--- src/rtl/imem_pkg.sv ---
// Shared types and constants for the instruction-memory loader.
package imem_pkg;

    localparam int IMEM_DEPTH  = 64;
    localparam int IMEM_WORD_W = 32;
    localparam int BYTE_W      = 8;

    typedef enum logic [2:0] {
        IDLE,
        HDR,
        DATA,
        WRITE,
        CHK,
        DONE,
        ERROR
    } state_t;

    function automatic logic [BYTE_W-1:0] imem_checksum(
        input logic [BYTE_W-1:0] acc,
        input logic [BYTE_W-1:0] data
    );
        return acc ^ data;
    endfunction

endpackage

--- src/rtl/imem_word_packer.sv ---
// Assembles four accepted bytes, least-significant first, into one 32-bit word.
module imem_word_packer
    import imem_pkg::*;
(
    input  logic                   clk,
    input  logic                   rst,
    input  logic                   accept,
    input  logic [BYTE_W-1:0]      data_byte,
    input  logic                   clear,
    output logic [IMEM_WORD_W-1:0] word,
    output logic                   word_complete
);

    logic [1:0] idx;

    always_ff @(posedge clk) begin
        if (rst) begin
            idx  <= '0;
            word <= '0;
        end else if (clear) begin
            idx <= '0;
        end else if (accept) begin
            word[BYTE_W*int'(idx) +: BYTE_W] <= data_byte;
            idx                              <= idx + 2'd1;
        end
    end

    assign word_complete = accept && (idx == 2'd3);

endmodule

--- src/rtl/imem_loader.sv ---
// Framed byte-stream loader for the instruction memory; holds the core in
// reset until a frame has been written and its checksum verified.
module imem_loader
    import imem_pkg::*;
#(
    parameter int          DEPTH     = IMEM_DEPTH,
    parameter logic [31:0] BASE_ADDR = 32'h0000_0000,
    parameter int          ADDR_STEP = 4
) (
    input  logic                   clk,
    input  logic                   rst,
    input  logic                   start,
    input  logic                   in_valid,
    input  logic [BYTE_W-1:0]      in_data,
    output logic                   in_ready,
    output logic                   mem_we,
    output logic [31:0]            mem_addr,
    output logic [IMEM_WORD_W-1:0] mem_wdata,
    output logic                   busy,
    output logic                   done,
    output logic                   error,
    output logic                   cpu_hold,
    output logic [6:0]             words_written
);

    state_t            state, state_next;
    logic [BYTE_W-1:0] n_words;
    logic [BYTE_W-1:0] checksum;
    logic              accept;
    logic              word_complete;
    logic              last_word;
    logic              count_bad;

    assign accept    = in_valid && in_ready;
    assign last_word = ({1'b0, words_written} + 8'd1) == n_words;
    assign count_bad = (in_data == '0) || (int'(in_data) > DEPTH);

    imem_word_packer u_packer (
        .clk          (clk),
        .rst          (rst),
        .accept       (accept && (state == DATA)),
        .data_byte    (in_data),
        .clear        (state == WRITE),
        .word         (mem_wdata),
        .word_complete(word_complete)
    );

    always_ff @(posedge clk) begin
        if (rst) state <= IDLE;
        else     state <= state_next;
    end

    always_comb begin
        state_next = state;
        in_ready   = 1'b0;
        mem_we     = 1'b0;
        busy       = 1'b0;
        done       = 1'b0;
        error      = 1'b0;
        unique case (state)
            IDLE: if (start) state_next = HDR;
            HDR: begin
                in_ready = 1'b1;
                busy     = 1'b1;
                if (accept) state_next = count_bad ? ERROR : DATA;
            end
            DATA: begin
                in_ready = 1'b1;
                busy     = 1'b1;
                if (word_complete) state_next = WRITE;
            end
            WRITE: begin
                // Gated by rst so a strobe cannot escape on the reset cycle.
                mem_we     = !rst;
                busy       = 1'b1;
                state_next = last_word ? CHK : DATA;
            end
            CHK: begin
                in_ready = 1'b1;
                busy     = 1'b1;
                if (accept) state_next = (in_data == checksum) ? DONE : ERROR;
            end
            DONE: begin
                done = 1'b1;
                if (start) state_next = HDR;
            end
            ERROR: begin
                error = 1'b1;
                if (start) state_next = HDR;
            end
            default: state_next = IDLE;
        endcase
        cpu_hold = !done;
    end

    always_ff @(posedge clk) begin
        if (rst) begin
            mem_addr      <= BASE_ADDR;
            words_written <= '0;
            checksum      <= '0;
            n_words       <= '0;
        end else begin
            unique case (state)
                IDLE, DONE, ERROR: begin
                    if (start) begin
                        mem_addr      <= BASE_ADDR;
                        words_written <= '0;
                        checksum      <= '0;
                    end
                end
                HDR:   if (accept && !count_bad) n_words <= in_data;
                DATA:  if (accept) checksum <= imem_checksum(checksum, in_data);
                WRITE: begin
                    words_written <= words_written + 7'd1;
                    if (!last_word) mem_addr <= mem_addr + 32'(ADDR_STEP);
                end
                default: ;
            endcase
        end
    end

endmodule

--- config.mk ---
export PLATFORM = sky130hd
export DESIGN_NAME = imem_loader
export DESIGN_NICKNAME = d
export VERILOG_FILES = /design/src/rtl/imem_pkg.sv /design/src/rtl/imem_word_packer.sv /design/src/rtl/imem_loader.sv
export SDC_FILE = /design/constraint.sdc
export NUM_CORES = 1
export LEC_CHECK = 0
export ABC_AREA = 1
export CAP_MARGIN = 5
export CORE_MARGIN = 2
export CORE_UTILIZATION = 30
export CTS_CLUSTER_DIAMETER = 80
export CTS_CLUSTER_SIZE = 10
export DETAILED_ROUTE_END_ITERATION = 6
export HOLD_SLACK_MARGIN = 0.1
export SLEW_MARGIN = 15
export SYNTH_ARGS = -nofsm -noshare
export SYNTH_HDL_FRONTEND = slang
export SYNTH_HIERARCHICAL = 1
export SYNTH_SLANG_ARGS = --single-unit
--- constraint.sdc ---
create_clock -name clk -period 4.2 [get_ports clk]
set_input_delay 0.63 -clock clk [delete_from_list [all_inputs] [get_ports clk]]
set_output_delay 0.63 -clock clk [all_outputs]
set_load 0.005 [all_outputs]
-- Word-level counts from Yosys, hierarchy flattened
Cells that the tools add are included.
- bits in registers: 92
- bits of input ports: 12
- output and inout bits: 77
- logic and storage cells: 76
- add/subtract/negate cells: 5
- $lt $le $gt $ge: 1
- equal/unequal tests: 15
- shift operators: 2
- muxes and demuxes: 22
- bitwise logic cells: 2
- reduce and logical (&&, ||, !) cells: 22
- operator list (cell ; count):
    $mux 32 ; 2
    $pmux 32 s2 ; 1
    $neg 5->33 ; 1
    $shift 8x33->32 const A ; 1
    $shiftx 8x33->32 ; 1
    $add 32x3->32 const B ; 1
    $bwmux 32 ; 1
    $mux 3 ; 6
    $eq 8x8->1 ; 2
    $mux 8 ; 2
    $pmux 8 s2 ; 1
    $pmux 3 s5 ; 1
    $pmux 7 s2 ; 1
    $eq 3x3->1 const B ; 3
    $add 7x1->8 const B ; 1
    $gt 8x7->1 const B ; 1
    $logic_not 8->1 ; 1
    $ne 2x2->1 const B ; 4
    $xor 8x8->8 ; 1
    $add 7x1->7 const B ; 1
    $mux 7 ; 1
    $eq 3x2->1 const B ; 2
    $reduce_and 2->1 ; 3
    $reduce_and 3->1 ; 2
    other kinds (16) ; 28

-- Logic depth before layout (Yosys ltp)
Gate-level depths: netlist of the first run.
- depth in word-level cells: 8
- mapped depth: 13

-- By module
The synthesis of the first run kept the hierarchy.
- by module, submodules not included (module ; instances ; cells each ; area an instance (um^2) ; sequential area each (um^2)):
    imem_loader ; 1 ; 556 ; 3778.6 ; 1121.1
    imem_word_packer ; 1 ; 193 ; 1487.7 ; 680.7

-- Least setup slack after synthesis of the first run
Ideal clock, no wire load.
- path type: register to register
- start point: register state[2]
- end point: register state[0]
- arrival: 1.841 ns
- data required time: 4.083 ns
- path slack: 2.242 ns
- stages on the path, launching flop included: 14
- period minus slack after synthesis: 1.958 ns
- path through: dfxtp_1 > inv_1 > nand2_1 > nor2_1 > inv_1 > nor2_1 > buf_6 > nand2_1 > inv_1 > nor2_1 > nor3_1 > inv_1 > a21oi_1 > nor2_1
- cells in the longest elaborated chain, start to end: 8
- elaborated cells on any way between the ends: 19
- those cells by class: eq/ne: 10; mux: 2; reduce/logical: 7
- ends and longest elaborated chain (element ; line ; text):
    from (decl) ; imem_loader.sv:26 ; state_t state, state_next;
    from (signal assigned) ; imem_loader.sv:50 ; else state <= state_next;
    $eq 3x2->1, or another cell as far along ; imem_loader.sv:41, imem_loader.sv:60 ;
    $reduce_or 3->1 (no source line) ; -- ;
    $mux 1 ; imem_loader.sv:60 ; unique case (state)
    $logic_and 1x1->1 ; imem_loader.sv:34 ; assign accept = in_valid && in_ready;
    $logic_and 1x1->1 (*) ; imem_loader.sv:41 ; .accept (accept && (state == DATA)),
    $logic_and 1x1->1 (*) ; imem_word_packer.sv:28 ; assign word_complete = accept && (idx == 2'd3);
    named net word_complete ; imem_loader.sv:30 ; logic word_complete;
    $ne 2x1->1 (no source line) (*) ; -- ;
    $reduce_and 4->1 (no source line) (*) ; -- ;
Mark *: on every way through the listed nets, which the timed path passes. The rest lies on a longest branch.
A chain may end at the register's enable or synchronous reset.

-- Final worst setup path of the first run
- start point: register state[2]
- end point: output mem_we
- cells in the longest elaborated chain, start to end: 2
- ends and longest elaborated chain (element ; line ; text):
    $eq 3x2->1 ; imem_loader.sv:60 ;
    $mux 1 ; imem_loader.sv:60 ;
    to (decl) ; imem_loader.sv:16 ; output logic mem_we,
Every way passes these cells.

==> metrics.txt, run 1 <==
# TYPE chip_impl_metric gauge
chip_impl_info{name="status",value="finished, final reports clean"} 1
chip_impl_metric{name="place.gp.congestion",unit=""} 0.913
chip_impl_info{name="main_combinational_cell_family_by_area_after_synthesis",value="simple AND/OR/NAND/NOR gates"} 1
chip_impl_metric{name="net-switching-power",unit="mW"} 1.03
chip_impl_metric{name="max_stage_delay",unit="ns"} 0.58
chip_impl_info{name="crit_top_cell",value="inv_1"} 1
chip_impl_info{name="timing.critical_path.slowest_stage_cell",value="clkdlybuf4s50_1"} 1
chip_impl_metric{name="postSynthRegisterBits",unit=""} 90
chip_impl_metric{name="synth_area",unit="sq um"} 5270
chip_impl_info{name="crit_path_cell_trace",value="inv_1, nand2_1, nor2_2, buf_4, inv_1, nor2_1, clkdlybuf4s50_1"} 1
chip_impl_metric{name="ff_to_ff_setup_slack",unit="ns"} 1.69
chip_impl_metric{name="antenna_cells",unit=""} 0
chip_impl_metric{name="synth_top_area_share",unit="%"} 34.2
chip_impl_metric{name="gr-usage-all-layers",unit="%"} 15.7
chip_impl_metric{name="setup_total_negative_slack",unit="ns"} 0
chip_impl_metric{name="route.antenna.remaining_nets",unit=""} 0
chip_impl_info{name="cp-end-kind",value="primary output"} 1
chip_impl_info{name="tritoncts",value="done"} 1
chip_impl_metric{name="final_layout_size_suffix_gt1_share",unit="%"} 13.3
chip_impl_info{name="netlist_top_cells_area",value="dfxtp_1 (34%), nand2_1 (13%), nor2_1 (6.8%)"} 1
chip_impl_metric{name="post_synthesis_to_final_layout_area_growth",unit="%"} 24.5
chip_impl_metric{name="timing.clock.skew",unit="ns"} 0.0104
chip_impl_metric{name="max-clock-path-buffers",unit=""} 2
chip_impl_metric{name="clock_latency",unit="ns"} 0.35
chip_impl_metric{name="htree_levels",unit=""} 3
chip_impl_info{name="worstReg2RegStart",value="state[2]"} 1
chip_impl_metric{name="fin_util",unit="%"} 38.0
chip_impl_metric{name="p_clk_share",unit="%"} 30.9
chip_impl_metric{name="leakagePower",unit="nW"} 2.19
chip_impl_metric{name="setup-violations-final",unit=""} 0
chip_impl_metric{name="internal_dissipation",unit="mW"} 1.69
chip_impl_info{name="layout_common_cells",value="nand2_1 (181), nor2_1 (95), dfxtp_1 (90)"} 1
chip_impl_metric{name="r2r_cells",unit=""} 9
chip_impl_metric{name="firstDrtPassIters",unit=""} 4
chip_impl_metric{name="worst_ep_required_time",unit="ns"} 3.57
chip_impl_metric{name="seq_power_share",unit="%"} 36.3
chip_impl_metric{name="max_slew.worst_pin.slew",unit="ns"} 0.940
chip_impl_info{name="setup.worst_path.class",value="register to primary output"} 1
chip_impl_metric{name="floorplan.initialDensity",unit="%"} 30.6
chip_impl_metric{name="place_hpwl",unit="um"} 9890
chip_impl_metric{name="fin_worst_hold_slack",unit="ns"} 0.468
chip_impl_info{name="regToRegEndpoint",value="mem_addr[2]"} 1
chip_impl_metric{name="number_of_ports_placed_on_the_die_boundary",unit=""} 89
chip_impl_metric{name="synth-compound-area-share",unit="%"} 13.8
chip_impl_metric{name="cts_made_buffers",unit=""} 9
chip_impl_metric{name="muxShareOfSynthArea",unit="%"} 0
chip_impl_metric{name="post_synth.cell_area_avg",unit="sq um"} 7.03
chip_impl_metric{name="cp.buffers_inverters",unit=""} 4
chip_impl_metric{name="final_wl",unit="um"} 13800
chip_impl_metric{name="power_switching_share",unit="%"} 37.8
chip_impl_info{name="hold_path.class",value="register to register"} 1
chip_impl_metric{name="powerDensity",unit="nW/um^2"} 414
chip_impl_metric{name="maxSlewViolCount",unit=""} 0
chip_impl_metric{name="cts_resized",unit=""} 0
chip_impl_metric{name="cts.sinks",unit=""} 90
chip_impl_info{name="delay_heaviest_family_cp",value="buffers and inverters"} 1
chip_impl_metric{name="final-hold-violation-count",unit=""} 0
chip_impl_metric{name="yosysUniqueCellTypes",unit=""} 38
chip_impl_metric{name="antenna_violations_before_repair",unit=""} 0
chip_impl_metric{name="worst_ep_arrival_time",unit="ns"} 2.13
chip_impl_metric{name="grt_overflow",unit=""} 0
chip_impl_metric{name="drv_cap",unit=""} 0
chip_impl_metric{name="port_buffers",unit=""} 86
chip_impl_metric{name="area_of_the_core_region",unit="sq um"} 17200
chip_impl_metric{name="worstPathMaxFanout",unit=""} 15
chip_impl_metric{name="yosys_synthesis_warning_count",unit=""} 6
chip_impl_metric{name="via_count_of_the_first_global_routing_pass",unit=""} 4539
chip_impl_metric{name="viasPerCell",unit=""} 4.66
chip_impl_metric{name="synth_async_sr_flop_share",unit="%"} 0
chip_impl_metric{name="final_area",unit="sq um"} 6560
chip_impl_metric{name="peakVddDrop",unit="V"} 0.000246
chip_impl_metric{name="worst_hold_stages",unit=""} 2
chip_impl_metric{name="synth_enable_flop_cells",unit=""} 0
chip_impl_metric{name="die_w",unit="um"} 136
chip_impl_info{name="synth.largest_area_cell",value="dfxtp_1"} 1
chip_impl_metric{name="yosys.area_share.adder",unit="%"} 1.66
chip_impl_metric{name="dieHeight",unit="um"} 136
chip_impl_metric{name="syn-instance-count",unit=""} 749
chip_impl_metric{name="seq_area_frac_synth",unit="%"} 34.2
chip_impl_metric{name="rows",unit=""} 48
chip_impl_metric{name="design.die.area",unit="sq um"} 18600
chip_impl_metric{name="share_of_synthesized_cell_area_in_and_or_nand_and_nor_gates",unit="%"} 37.1
chip_impl_metric{name="via_count",unit=""} 4907
chip_impl_info{name="hp-start",value="u_packer/word[18]"} 1
chip_impl_metric{name="post_cts_buffers",unit=""} 0
chip_impl_info{name="timing.critical_path.from_type",value="register"} 1
chip_impl_metric{name="drt_iter0_markers",unit=""} 340
chip_impl_metric{name="finalCriticalPeriod",unit="ns"} 2.76
chip_impl_metric{name="fin_nets",unit=""} 842
chip_impl_metric{name="fmax",unit="MHz"} 363
chip_impl_metric{name="comb_power_share",unit="%"} 32.8
chip_impl_metric{name="first_pass_grt_wire_length",unit="um"} 23100
chip_impl_metric{name="max_slew_margin",unit="%"} 37.3
chip_impl_metric{name="place_area",unit="sq um"} 6250
chip_impl_metric{name="pin_count_of_the_biggest_net_entering_global_routing",unit=""} 71
chip_impl_metric{name="routedWlPerCell",unit="um"} 13.1
chip_impl_info{name="final_common_cell",value="nand2_1"} 1
chip_impl_info{name="hold_end",value="u_packer/word[18]"} 1
chip_impl_metric{name="fillerInstances",unit=""} 1809
chip_impl_info{name="cts-root-buf",value="clkbuf_16"} 1
chip_impl_info{name="setup_repair_after_global_routing_missed_its_margin",value="no"} 1
chip_impl_metric{name="worst_setup_hold_path_clk_slew",unit="ns"} 0.07
chip_impl_metric{name="post_route_drc",unit=""} 0
chip_impl_metric{name="cts.hold.buffers_added",unit=""} 0
chip_impl_metric{name="synth_xor_area_share",unit="%"} 4.82
chip_impl_info{name="dominantRegCellSynth",value="dfxtp_1"} 1
chip_impl_metric{name="final.period_utilization",unit="%"} 65.7
==> synthesized netlist by cell type, types with 10 or more instances <==
library cell / n
xor2_1: 12
a21oi_1: 52
a21oi_2: 29
nand2_1: 181
clkbuf_1: 11
nand3_1: 53
nor3_1: 19
nand4_1: 10
nand2_2: 30
dfxtp_1: 90
inv_1: 64
o21ai_0: 19
nor2_1: 95
xnor2_1: 17
==> routing by layer <==
metal,GRT usage (%),up-vias,part of all wire [%]
met3,3.30,12,3.5
met5,0,-,0
met4,4.63,0,1.2
met1,22.2,2242,51
met2,23.9,92,45
li1,-,2561,-
==> cells by family (layout without fill, tap and decap cells) <==
| kind of cell | count (synthesis) | after routing |
|---|---|---|
| XOR/XNOR | 29 | 29 |
| AO/OA/AOI/OAI | 112 | 112 |
| adder cells (fa/ha/maj) | 7 | 7 |
| flip-flops | 90 | 90 |
| buffers and inverters | 95 | 173 |
| other | 1 | 2 |
| AND/OR/NAND/NOR | 415 | 415 |
==> worst max-delay path by stage <==
stage / start / to / slack (ns) / depth (start not counted)
2_1_floorplan: state[2] / state[0] / 2.24 / 13
3_3_place_gp: start / mem_addr[2] / 1.50 / 6
3_5_place_dp: start / mem_addr[2] / 1.50 / 6
4_1_cts: state[2] / mem_we / 1.42 / 7
5_1_grt: state[2] / mem_we / 1.31 / 7
6_report: state[2] / mem_we / 1.44 / 7
==> through the flow <==
| stage | setup slack (ns) | total power [mW] | cells |
|---|---|---|---|
| 2_1_floorplan | 2.24 | 1.79 | 750 |
| 3_3_place_gp | 1.50 | 1.89 | 1037 |
| 3_5_place_dp | 1.50 | 1.90 | 1037 |
| 4_1_cts | 1.42 | 2.74 | 1053 |
| 5_1_grt | 1.31 | 2.89 | 1053 |
| 6_report | 1.44 | 2.72 | 1053 |
==> power by group through the flow <==
stage	sequential, mW	clock, mW	combinational [mW]
final	0.986	0.839	0.891
after global routing	0.996	0.898	0.999
after CTS	0.986	0.856	0.903
after detailed placement	1.00	0	0.897
after global placement	1.00	0	0.889
after floorplan	0.988	0	0.804
==> state kept, by name (all words and copies together), names as in the netlist <==
| name | cells |
|---|---|
| u_packer/idx | 2 |
| mem_addr | 30 |
| n_words | 8 |
| u_packer/word | 32 |
| state | 3 |
| checksum | 8 |
| words_written | 7 |
==> tightest hold or removal path: stages, from the launching register on <==
cell,delay (ns)
dfxtp_1,0.31
nand2_1,0.06
a21oi_1,0.05
==> final cells by class <==
type	count	area, sq um	area share, %
clock buffers	11	243	3.70
clock inverters	5	61.3	0.935
inverters	67	254	3.87
multi-input cells	565	3030	46.2
flip-flops and latches	90	1800	27.5
well taps	225	282	4.29
repair buffers	90	886	13.5
No activity file was read; power rests on OpenSTA's default activity.
==> run 2: changes to the inputs <==
clock period = 2.9 ns   (was 4.2 ns; I/O delays follow)
==> metrics.txt, run 2 (synthesized netlist as in run 1, its figures left out) <==
# TYPE chip_impl_metric gauge
chip_impl_metric{name="multi_input_comb_area",unit="sq um"} 3030
chip_impl_metric{name="cts_made_buffers",unit=""} 9
chip_impl_metric{name="rows",unit=""} 48
chip_impl_metric{name="viasPerCell",unit=""} 4.64
chip_impl_info{name="largest_register",value="u_packer/word"} 1
chip_impl_info{name="status",value="finished, final reports clean"} 1
chip_impl_metric{name="final_wl",unit="um"} 14000
chip_impl_metric{name="cts.sinks",unit=""} 90
chip_impl_metric{name="max_slew.worst_pin.slew",unit="ns"} 0.896
chip_impl_metric{name="floorplan.initialDensity",unit="%"} 30.6
chip_impl_metric{name="post_cts_buffers",unit=""} 0
chip_impl_metric{name="drv_cap",unit=""} 0
chip_impl_metric{name="number_of_ports_placed_on_the_die_boundary",unit=""} 89
chip_impl_metric{name="die_w",unit="um"} 136
chip_impl_metric{name="pin_count_of_the_biggest_net_entering_global_routing",unit=""} 70
chip_impl_metric{name="worst_ep_required_time",unit="ns"} 3.14
chip_impl_metric{name="fmax",unit="MHz"} 415
chip_impl_metric{name="post_synthesis_to_final_layout_area_growth",unit="%"} 24.6
chip_impl_metric{name="place_area",unit="sq um"} 6270
chip_impl_metric{name="drt_iter0_markers",unit=""} 296
chip_impl_metric{name="area_of_the_core_region",unit="sq um"} 17200
chip_impl_metric{name="route.antenna.remaining_nets",unit=""} 0
chip_impl_info{name="cts-root-buf",value="clkbuf_16"} 1
chip_impl_metric{name="leakagePower",unit="nW"} 2.19
chip_impl_metric{name="first_pass_grt_wire_length",unit="um"} 22700
chip_impl_metric{name="place.gp.congestion",unit=""} 0.919
chip_impl_metric{name="maxSlewViolCount",unit=""} 0
chip_impl_metric{name="htree_levels",unit=""} 3
chip_impl_metric{name="finalCriticalPeriod",unit="ns"} 2.41
chip_impl_metric{name="dieHeight",unit="um"} 136
chip_impl_metric{name="final-seq-area",unit="sq um"} 1800
chip_impl_metric{name="antenna_cells",unit=""} 0
chip_impl_metric{name="post_route_drc",unit=""} 0
chip_impl_metric{name="design.die.area",unit="sq um"} 18600
chip_impl_info{name="cp-end-kind",value="register"} 1
chip_impl_metric{name="powerDensity",unit="nW/um^2"} 599
chip_impl_metric{name="final_layout_size_suffix_gt1_share",unit="%"} 13.5
chip_impl_info{name="layout_common_cells",value="nand2_1 (181), nor2_1 (95), dfxtp_1 (90)"} 1
chip_impl_metric{name="worst_setup_hold_path_clk_slew",unit="ns"} 0.06
chip_impl_info{name="timing.critical_path.from_type",value="register"} 1
chip_impl_metric{name="final_area",unit="sq um"} 6560
chip_impl_metric{name="timing.clock.skew",unit="ns"} 0.00558
chip_impl_metric{name="grt_overflow",unit=""} 0
chip_impl_info{name="setup_repair_after_global_routing_missed_its_margin",value="no"} 1
chip_impl_metric{name="max_slew_margin",unit="%"} 40.3
chip_impl_metric{name="fin_nets",unit=""} 844
chip_impl_metric{name="setup-violations-final",unit=""} 0
chip_impl_info{name="hold_path.class",value="register to register"} 1
chip_impl_info{name="tritoncts",value="done"} 1
chip_impl_metric{name="peakVddDrop",unit="V"} 0.000508
chip_impl_info{name="biggestRegsByFlops",value="u_packer/word (32), mem_addr (30)"} 1
chip_impl_metric{name="setup_total_negative_slack",unit="ns"} 0
chip_impl_metric{name="fillerInstances",unit=""} 1821
chip_impl_metric{name="via_count_of_the_first_global_routing_pass",unit=""} 4421
chip_impl_metric{name="worstPathMaxFanout",unit=""} 31
chip_impl_metric{name="largest_reg_flops",unit=""} 32
chip_impl_metric{name="antenna_violations_before_repair",unit=""} 0
chip_impl_metric{name="clock_latency",unit="ns"} 0.35
chip_impl_metric{name="final-hold-violation-count",unit=""} 0
chip_impl_metric{name="worst_ep_arrival_time",unit="ns"} 2.65
chip_impl_metric{name="gr-usage-all-layers",unit="%"} 15.4
chip_impl_info{name="setup.worst_path.class",value="register to register"} 1
chip_impl_metric{name="firstDrtPassIters",unit=""} 4
chip_impl_metric{name="via_count",unit=""} 4890
chip_impl_metric{name="place_hpwl",unit="um"} 10200
chip_impl_metric{name="routedWlPerCell",unit="um"} 13.3
chip_impl_metric{name="cts_resized",unit=""} 0
chip_impl_metric{name="final.period_utilization",unit="%"} 83.2
chip_impl_metric{name="max-clock-path-buffers",unit=""} 2
chip_impl_metric{name="port_buffers",unit=""} 86
chip_impl_info{name="final_common_cell",value="nand2_1"} 1
chip_impl_metric{name="cts.hold.buffers_added",unit=""} 0
==> run 2: per-layer routing <==
metal,up-vias,wire length (um),track usage (%)
li1,2546,-,-
met1,2256,7140,21.8
met2,78,6240,23.6
met3,10,488,2.70
met4,0,172,5.32
met5,-,0,0
==> run 2: worst paths after layout <==
check / start / end / slack [ns] / cells after the start
worst min-delay path: u_packer/word[29] / u_packer/word[29] / 0.46 / 2
worst max-delay path: words_written[0] / mem_addr[2] / 0.49 / 11
worst min register to register: u_packer/word[29] / u_packer/word[29] / 0.46 / 2
worst max register to register: words_written[0] / mem_addr[2] / 0.49 / 11
==> run 2: where the power goes <==
part / internal (mW) / leakage, nW / switching, mW / total, mW
combinational: 0.435 / 1.32 / 0.886 / 1.32
clock: 0.670 / 0.143 / 0.510 / 1.18
sequential: 1.33 / 0.727 / 0.0973 / 1.43
==> run 2: critical path, cell delays in order (launching register included) <==
cell	delay, ns
dfxtp_1	0.47
ha_1	0.28
nand2_2	0.11
nand2_1	0.11
xor2_1	0.15
nand3_1	0.13
nor2_4	0.13
nand3_4	0.32
nand2_8	0.37
inv_1	0.09
nor2_1	0.09
nor2_1	0.05
==> run 2: layout make-up <==
type | count | area share [%]
sequential | 90 | 27.5
multi-input combinational | 565 | 46.2
clock inverter | 6 | 0.992
inverter | 67 | 3.87
timing repair buffer | 92 | 13.7
tap | 225 | 4.29
clock buffer | 10 | 3.49
==> run 2: stage by stage <==
step                util, %  instances  setup slack (ns)  total power [mW]  hold slack, ns
floorplan                 -        750             0.942              2.60           0.436
global placement       36.4       1039             0.570              2.77           0.454
detailed placement     36.4       1039             0.509              2.78           0.459
CTS                    38.1       1055             0.472              3.97           0.458
global route           38.1       1055             0.184              4.16           0.482
finish                 38.1       1055             0.488              3.93           0.464
